## config.mk

```make
export PLATFORM = sky130hd
export DESIGN_NAME = head_table
export DESIGN_NICKNAME = d
export VERILOG_FILES = /design/src/rtl/head_table.sv
export SDC_FILE = /design/constraint.sdc
export NUM_CORES = 1
export LEC_CHECK = 0
export BUFFER_PORTS_ARGS = -buffer_cell sky130_fd_sc_hd__buf_2
export CAP_MARGIN = 15
export CORE_ASPECT_RATIO = 1.25
export CORE_MARGIN = 3
export CORE_UTILIZATION = 40
export DETAILED_ROUTE_END_ITERATION = 10
export GPL_TIMING_DRIVEN = 0
export SLEW_MARGIN = 20
export SYNTH_ARGS = -nofsm -noshare
export SYNTH_HDL_FRONTEND = slang
export SYNTH_SLANG_ARGS = --single-unit
```

## constraint.sdc

```tcl
create_clock -name clk_i -period 3.7 [get_ports clk_i]
set_input_delay 0.555 -clock clk_i [delete_from_list [all_inputs] [get_ports clk_i]]
set_output_delay 0.555 -clock clk_i [all_outputs]
set_load 0.01 [all_outputs]
```

## src/rtl/head_table.sv

```systemverilog
// head_table: per-bucket head-pointer table for a hashed linked-list store.
// Each entry holds {ptr_val, ptr}. After reset or a clear pulse, an INIT
// walk zeroes every entry (one per cycle). After that the table is READY and
// accepts one user write and one pipelined read per cycle.
//
// Ports
//   clk_i, rst_i          : clock, asynchronous active-high reset
//   wr_addr_i/wr_data_*   : write address and {ptr_val, ptr} to store
//   wr_en_i               : write strobe (ignored while initialising)
//   rd_addr_i, rd_en_i    : read request (ignored while initialising)
//   clear_i               : one-cycle pulse that restarts initialisation
//   rd_data_ptr_o/_val_o  : read result, held while rd_valid_o is low
//   rd_valid_o            : one-cycle qualifier, two cycles after rd_en_i
//   init_done_o           : table cleared and operational
//   o_dbg_state           : current FSM state (0 = INIT, 1 = READY)
//
// Handshake: there is no back-pressure. A read sampled on edge N is valid
// in the cycle after edge N+2. It sees every write sampled at or before
// edge N and no write sampled later.

package head_table_pkg;
    localparam int BUCKET_WIDTH   = 4;
    localparam int HEAD_PTR_WIDTH = 8;
endpackage

module head_table #(
    parameter int A_WIDTH = head_table_pkg::BUCKET_WIDTH,
    parameter int D_WIDTH = head_table_pkg::HEAD_PTR_WIDTH
) (
    input  logic               clk_i,
    input  logic               rst_i,
    input  logic [A_WIDTH-1:0] wr_addr_i,
    input  logic [D_WIDTH-1:0] wr_data_ptr_i,
    input  logic               wr_data_ptr_val_i,
    input  logic               wr_en_i,
    input  logic [A_WIDTH-1:0] rd_addr_i,
    input  logic               rd_en_i,
    input  logic               clear_i,
    output logic [D_WIDTH-1:0] rd_data_ptr_o,
    output logic               rd_data_ptr_val_o,
    output logic               rd_valid_o,
    output logic               init_done_o,
    output logic               o_dbg_state
);

    localparam int DEPTH = 1 << A_WIDTH;

    typedef enum logic {
        INIT  = 1'b0,
        READY = 1'b1
    } state_t;

    state_t             r_state;
    state_t             w_state_nxt;
    logic [A_WIDTH-1:0] r_cnt;
    logic [A_WIDTH-1:0] w_cnt_nxt;
    logic               r_init_done;

    logic               w_mem_we;
    logic [A_WIDTH-1:0] w_mem_waddr;
    logic [D_WIDTH:0]   w_mem_wdata;
    logic               w_user_wr;
    logic               w_rd_accept;

    logic [D_WIDTH:0]   r_mem [DEPTH];
    logic [D_WIDTH:0]   r_ram_q;

    logic               r_rd_v1;
    logic               r_byp;
    logic [D_WIDTH:0]   r_byp_data;
    logic               r_rd_v2;
    logic [D_WIDTH:0]   r_rd_d2;
    logic               r_rd_valid;
    logic [D_WIDTH:0]   r_rd_data;

    // Next-state logic and the single RAM write port. INIT owns the write
    // port; in READY a clear pulse wins over a same-cycle user write.
    always_comb begin
        w_state_nxt = r_state;
        w_cnt_nxt   = r_cnt;
        w_mem_we    = 1'b0;
        w_mem_waddr = r_cnt;
        w_mem_wdata = '0;
        w_user_wr   = 1'b0;
        case (r_state)
            INIT: begin
                w_mem_we = 1'b1;
                if (clear_i) begin
                    w_cnt_nxt = '0;
                end else if (r_cnt == '1) begin
                    // Last entry is written on this edge; counter holds.
                    w_state_nxt = READY;
                end else begin
                    w_cnt_nxt = r_cnt + A_WIDTH'(1);
                end
            end
            READY: begin
                if (clear_i) begin
                    w_state_nxt = INIT;
                    w_cnt_nxt   = '0;
                end else if (wr_en_i) begin
                    w_user_wr   = 1'b1;
                    w_mem_we    = 1'b1;
                    w_mem_waddr = wr_addr_i;
                    w_mem_wdata = {wr_data_ptr_val_i, wr_data_ptr_i};
                end
            end
            default: begin
                w_state_nxt = INIT;
                w_cnt_nxt   = '0;
            end
        endcase
    end

    always_ff @(posedge clk_i or posedge rst_i) begin
        if (rst_i) begin
            r_state     <= INIT;
            r_cnt       <= '0;
            r_init_done <= 1'b0;
        end else begin
            r_state     <= w_state_nxt;
            r_cnt       <= w_cnt_nxt;
            r_init_done <= (w_state_nxt == READY);
        end
    end

    // Simple dual-port RAM, read-before-write; contents are never reset.
    always_ff @(posedge clk_i) begin
        if (w_mem_we) begin
            r_mem[w_mem_waddr] <= w_mem_wdata;
        end
        r_ram_q <= r_mem[rd_addr_i];
    end

    assign w_rd_accept = rd_en_i && (r_state == READY);

    // Read pipeline: stage 1 captures RAM data plus a write-first bypass for
    // a same-edge write to the read address (the RAM returns old data then);
    // stage 2 resolves the bypass; stage 3 is the held output register.
    always_ff @(posedge clk_i or posedge rst_i) begin
        if (rst_i) begin
            r_rd_v1    <= 1'b0;
            r_byp      <= 1'b0;
            r_byp_data <= '0;
            r_rd_v2    <= 1'b0;
            r_rd_d2    <= '0;
            r_rd_valid <= 1'b0;
            r_rd_data  <= '0;
        end else begin
            r_rd_v1    <= w_rd_accept;
            r_byp      <= w_user_wr && (wr_addr_i == rd_addr_i);
            r_byp_data <= {wr_data_ptr_val_i, wr_data_ptr_i};
            r_rd_v2    <= r_rd_v1;
            r_rd_d2    <= r_byp ? r_byp_data : r_ram_q;
            r_rd_valid <= r_rd_v2;
            if (r_rd_v2) begin
                r_rd_data <= r_rd_d2;
            end
        end
    end

    assign rd_valid_o        = r_rd_valid;
    assign rd_data_ptr_val_o = r_rd_data[D_WIDTH];
    assign rd_data_ptr_o     = r_rd_data[D_WIDTH-1:0];
    assign init_done_o       = r_init_done;
    assign o_dbg_state       = r_state;

endmodule

```

==> results.json, run 1 <==
{
  "status": "completed",
  "worst_ep_arrival_time_ps": 2650,
  "final_cell_mix": "edfxtp_1 (144), buf_2 (37), mux4_2 (36), dfrtp_1 (36), clkbuf_16 (19)",
  "drt_first_pass_iters": 4,
  "antenna_cells": 0,
  "max_freq_mhz": 399,
  "slowest_delay_ps": 670,
  "clock-sinks": 189,
  "initial_core_util": 0.408,
  "die_x_um": 125,
  "core_sq_um": 17500,
  "synth_nets": 377,
  "syn_area_sq_um": 7140,
  "finalWirelength_um": 14200,
  "clock_latency_ps": 430,
  "htreeDepth": 4,
  "synth_area_per_cell_sq_um": 20.2,
  "die_h_um": 155,
  "synth.top_cells.by_area": "edfxtp_1 (61%), dfrtp_1 (13%), mux4_2 (11%), mux2_2 (2.8%), dfxtp_1 (2.5%)",
  "hpwl_um": 9950,
  "synth-seq-cells": 189,
  "place_area_sq_um": 7780,
  "vias_per_cell": 5.33,
  "synth_enable_flop_cells": 144,
  "synth_cell_types": 31,
  "grt_pass1_vias": 3777,
  "portBuffers": 31,
  "startpoint_type": "register",
  "row_count": 54,
  "tightest_slew_ps": 973,
  "nFillCells": 1431,
  "gp_congestion": 0.816,
  "post_cts_buffers": 0,
  "total_power_mw": 4.35,
  "holdBufCountCts": 0,
  "ant_nets": 0,
  "fin_cells": 657,
  "crit_type": "reg2reg",
  "area_growth_pct": 17.6,
  "slew_viol_final": 0,
  "synth_area_leader_cell": "edfxtp_1",
  "cts_buffer_depth": 2,
  "period_needed_ps": 2510,
  "fin_nets": 443,
  "cp_common_cell": "buf_4",
  "route.detailed.drc": 0,
  "grt_pass1_wl_um": 22100,
  "place_ws_ps": 911,
  "final_common_cell": "edfxtp_1",
  "fin_ws_ps": 1190,
  "cts_root_buf": "clkbuf_16",
  "power.leakage_nw": 3.19,
  "synth_seq_area_share": 0.757,
  "wl_per_cell_um": 21.6,
  "synth.top_cell.area_share": 0.606,
  "fin_crit_sh": 0.677,
  "endpoint_kind": "register",
  "clkTransAtPathRegs_ps": 70,
  "cp_max_fo": 10,
  "die_area_sq_um": 19500,
  "async_reset_ff_frac": 0.190,
  "setup_tns_ps": 0,
  "peakVddDrop_uv": 305,
  "drt_iter0_drc": 261,
  "layout-drive-gt1-share": 0.381,
  "grt_max_degree": 37,
  "maxCapViolations": 0,
  "antenna_found_initial": 0,
  "ys.flop_type": "edfxtp_1",
  "grt_use_total": 0.154,
  "dr_total_vias": 3499,
  "slew-limit-headroom": 0.333,
  "cts_buffers": 17,
  "clock_skew_ps": 10.1,
  "setup_viol": 0,
  "cts_resized": 0,
  "dp_cells": 625,
  "p_per_area_nw_per_um2": 518,
  "stdcell_area_sq_um": 8400,
  "crit_slowest_cell": "nor4_2",
  "hold_path_class": "in2reg",
  "grt.overflow.total": 0,
  "cts_tree": "built",
  "synth_warnings": 0,
  "crit_chain": "buf_4 -> and3b_1 -> buf_6 -> mux2_4 -> nor4_2 -> buf_4",
  "hold_violations": 0,
  "ios": 34,
  "rsz0062_at_grt": "false",
  "cp_data_required_time_ps": 3840,
  "netlist_instances": 354
}
-- flip-flops by register name (all words and copies together) (netlist names) --
signal       flops
r_mem          144
r_byp_data       9
r_ram_q          9
r_rd_d2          9
r_rd_data        9
r_cnt            4
init_done_o      1
r_byp            1
r_rd_v1          1
r_rd_v2          1
rd_valid_o       1
-- synth_stat cells (4+ instances only) --
library cell and count:
dfrtp_1 36, mux2_2 18, nor4_1 16, dfxtp_1 9
nand2_1 11, mux4_2 36, clkbuf_1 7, a22oi_1 18
nor2_1 4, edfxtp_1 144, and2_1 11
-- per-stage QoR --
stage           util  hold slack (ps)
2_1_floorplan      -              331
3_3_place_gp   0.433              334
3_5_place_dp   0.445              336
4_1_cts        0.479              221
5_1_grt        0.480              219
6_report       0.480              238
-- cells by family (layout without fill, tap and decap cells) --
| kind of cell | Yosys count | after routing | synth area share |
|---|---|---|---|
| flip-flops | 189 | 189 | 0.757 |
| multiplexers | 60 | 60 | 0.152 |
| buffers and inverters | 20 | 99 | 0.0156 |
| XOR/XNOR | 5 | 5 | 0.00614 |
| AO/OA/AOI/OAI | 27 | 27 | 0.0263 |
| AND/OR/NAND/NOR | 52 | 52 | 0.0405 |
| adder cells (fa/ha/maj) | 1 | 1 | 0.00175 |
-- where the power goes --
group	internal (mW)	switching, mW	leakage, nW	total [mW]
sequential	2.33	0.0195	2.06	2.35
combinational	0.0975	0.129	0.824	0.226
clock	1.05	0.722	0.299	1.78
-- layout make-up --
| type | instances | area [sq um] | area share |
|---|---|---|---|
| Sequential cell | 189 | 5410 | 0.644 |
| Multi-Input combinational cell | 145 | 1740 | 0.207 |
| Clock buffer | 29 | 574 | 0.0684 |
| Tap cell | 224 | 280 | 0.0334 |
| Timing Repair Buffer | 47 | 265 | 0.0316 |
| Buffer | 17 | 100 | 0.0119 |
| Clock inverter | 3 | 17.5 | 0.00209 |
| Inverter | 3 | 11.3 | 0.00134 |
-- worst max-delay path: cells and delay by family, from the launching register on --
family | cells | cell delay (ps)
mux | 1 | 380
simple gates | 2 | 860
buf+inv | 3 | 590
flops | 1 | 390
-- worst paths after layout --
path	start	endpoint	slack (ps)	cells after the start
hold / removal	wr_data_ptr_i[2]	r_byp_data[2]	240	1
hold reg to reg	r_rd_v1	r_rd_v2	350	0
max in group asynchronous	rst_i	r_cnt[1]	2910	2
min in group asynchronous	rst_i	r_byp_data[2]	280	2
setup / recovery	init_done_o	r_mem[0][1]	1190	6
setup reg to reg	init_done_o	r_mem[0][1]	1190	6
-- layer usage --
metal / share of wire / global-route usage
met5: 0 / 0
met4: 0.036 / 0.0749
met3: 0.052 / 0.0419
met2: 0.50 / 0.249
met1: 0.41 / 0.193
Note: power is estimated with default switching activity, not from simulation.
==> run 2, diff against run 1 <==
==> constraint.sdc (replaced) <==
create_clock -name clk_i -period 2 [get_ports clk_i]
set_input_delay 0.3 -clock clk_i [delete_from_list [all_inputs] [get_ports clk_i]]
set_output_delay 0.3 -clock clk_i [all_outputs]
set_load 0.01 [all_outputs]
==> results.json, run 2 (same netlist as run 1, synthesis figures left out) <==
{
  "hold_path_class": "in2async",
  "dr_total_vias": 3686,
  "total_power_mw": 8.14,
  "clock_latency_ps": 420,
  "peakVddDrop_uv": 555,
  "layout-drive-gt1-share": 0.438,
  "row_count": 54,
  "startpoint_type": "register",
  "die_h_um": 155,
  "cts_buffers": 17,
  "p_per_area_nw_per_um2": 887,
  "wl_met3_um": 881,
  "setup_viol": 27,
  "cts_tree": "built",
  "crit_type": "reg2reg",
  "crit_slowest_cell": "mux2_4",
  "wl_per_cell_um": 21.6,
  "cp_data_required_time_ps": 2150,
  "finalWirelength_um": 15100,
  "initial_core_util": 0.408,
  "antenna_cells": 0,
  "die_area_sq_um": 19500,
  "cp.buffers_inverters": 3,
  "place_ws_ps": -691,
  "ios": 34,
  "slew_viol_final": 0,
  "final_cell_mix": "edfxtp_1 (144), mux4_2 (36), dfrtp_1 (36), buf_2 (33), buf_4 (25)",
  "crit_family": "buffers and inverters",
  "cp_max_fo": 8,
  "area_growth_pct": 28.6,
  "fin_ws_ps": -51.2,
  "dr.max_layer_used": "met4",
  "drt_first_pass_iters": 4,
  "fin_util": 0.525,
  "rsz0062_at_grt": "true",
  "vias_per_cell": 5.29,
  "slew-limit-headroom": 0.474,
  "violations": "setup timing",
  "power.leakage_nw": 3.47,
  "clkTransAtPathRegs_ps": 70,
  "gp_congestion": 0.774,
  "htreeDepth": 4,
  "cts_buffer_depth": 2,
  "period_needed_ps": 2050,
  "slowest_delay_ps": 420,
  "final_common_cell": "edfxtp_1",
  "fin_nets": 483,
  "met1_length_um": 6070,
  "worst_ep_arrival_time_ps": 2200,
  "largest-register": "r_mem",
  "largest_reg_flops": 144,
  "met2RoutedLength_um": 7760,
  "portBuffers": 31,
  "fin_crit_sh": 1.03,
  "ant_nets": 0,
  "grt_pass1_vias": 3883,
  "maxCapViolations": 0,
  "max_freq_mhz": 488,
  "status": "complete, but fails checks",
  "grt_use_total": 0.163,
  "endpoint_kind": "register",
  "grt_pass1_wl_um": 23400,
  "drt_iter0_drc": 315,
  "whs_ps": 16.8,
  "route.detailed.drc": 0,
  "tightest_slew_ps": 787,
  "core_sq_um": 17500,
  "antenna_found_initial": 0,
  "hold_violations": 0,
  "crit_chain": "and3b_1 -> buf_6 -> mux2_4 -> nor4_4 -> buf_4 -> clkbuf_16",
  "die_x_um": 125,
  "cts_root_buf": "clkbuf_16",
  "hpwl_um": 9340,
  "grt_max_degree": 37,
  "clock_skew_ps": 8.50,
  "clock-sinks": 189,
  "grt.overflow.total": 0
}
==> run 2: cell type report <==
type                    instances  area, sq um
fillers                      1346         8320
flip-flops and latches        189         5410
multi-input cells             147         1980
repair buffers                 86          836
clock buffers                  22          498
well taps                     224          280
plain buffers                  16         92.6
clock inverters                10         72.6
inverters                       3         11.3
==> run 2: what timing repair did <==
action	4_1_cts	5_1_grt
gates cloned	3	1
endpoints found under the setup margin	288	288
pin swaps	17	7
hold endpoints to repair	9	0
hold buffers	9	0
buffers inserted	30	15
resized for setup	18	7
==> run 2: per-stage QoR <==
stage	area, sq um	TNS (ps)	cells
5_1_grt	9180	-4860	697
4_1_cts	9040	-6710	683
2_1_floorplan	7250	-41660	354
6_report	9180	-849	697
3_5_place_dp	7820	-90730	609
3_3_place_gp	7690	-116840	609
==> run 2: path summary, 6_finish.rpt <==
path	slack (ps)	cells past startpoint	startpoint	to
setup / recovery	-50	6	init_done_o	r_mem[2][3]
setup reg to reg	-50	6	init_done_o	r_mem[2][3]
min in group clk_i	90	2	rd_en_i	r_rd_v1
max in group asynchronous	1480	2	rst_i	r_byp
hold / removal	20	2	rst_i	r_rd_d2[8]
hold reg to reg	350	0	r_rd_v1	r_rd_v2
==> run 2: report_power, final <==
group,internal [mW],switching (mW),total [mW],leakage (nW)
Sequential,4.31,0.0395,4.35,2.06
Clock,1.79,1.41,3.20,0.292
Combinational,0.290,0.302,0.592,1.12
Total,6.39,1.75,8.14,3.47
==> run 2: layer usage <==
layer / GRT usage / vias to the layer above
met3: 0.0371 / 15
met5: 0 / -
met2: 0.263 / 121
met4: 0.0630 / 0
met1: 0.216 / 1896
li1: - / 1654
==> run 2: worst reg2reg max path, cell delays in order (launching register included) <==
cell and delay (ps):
dfrtp_1 380, and3b_1 190, buf_6 180, mux2_4 420
nor4_4 280, buf_4 190, clkbuf_16 140
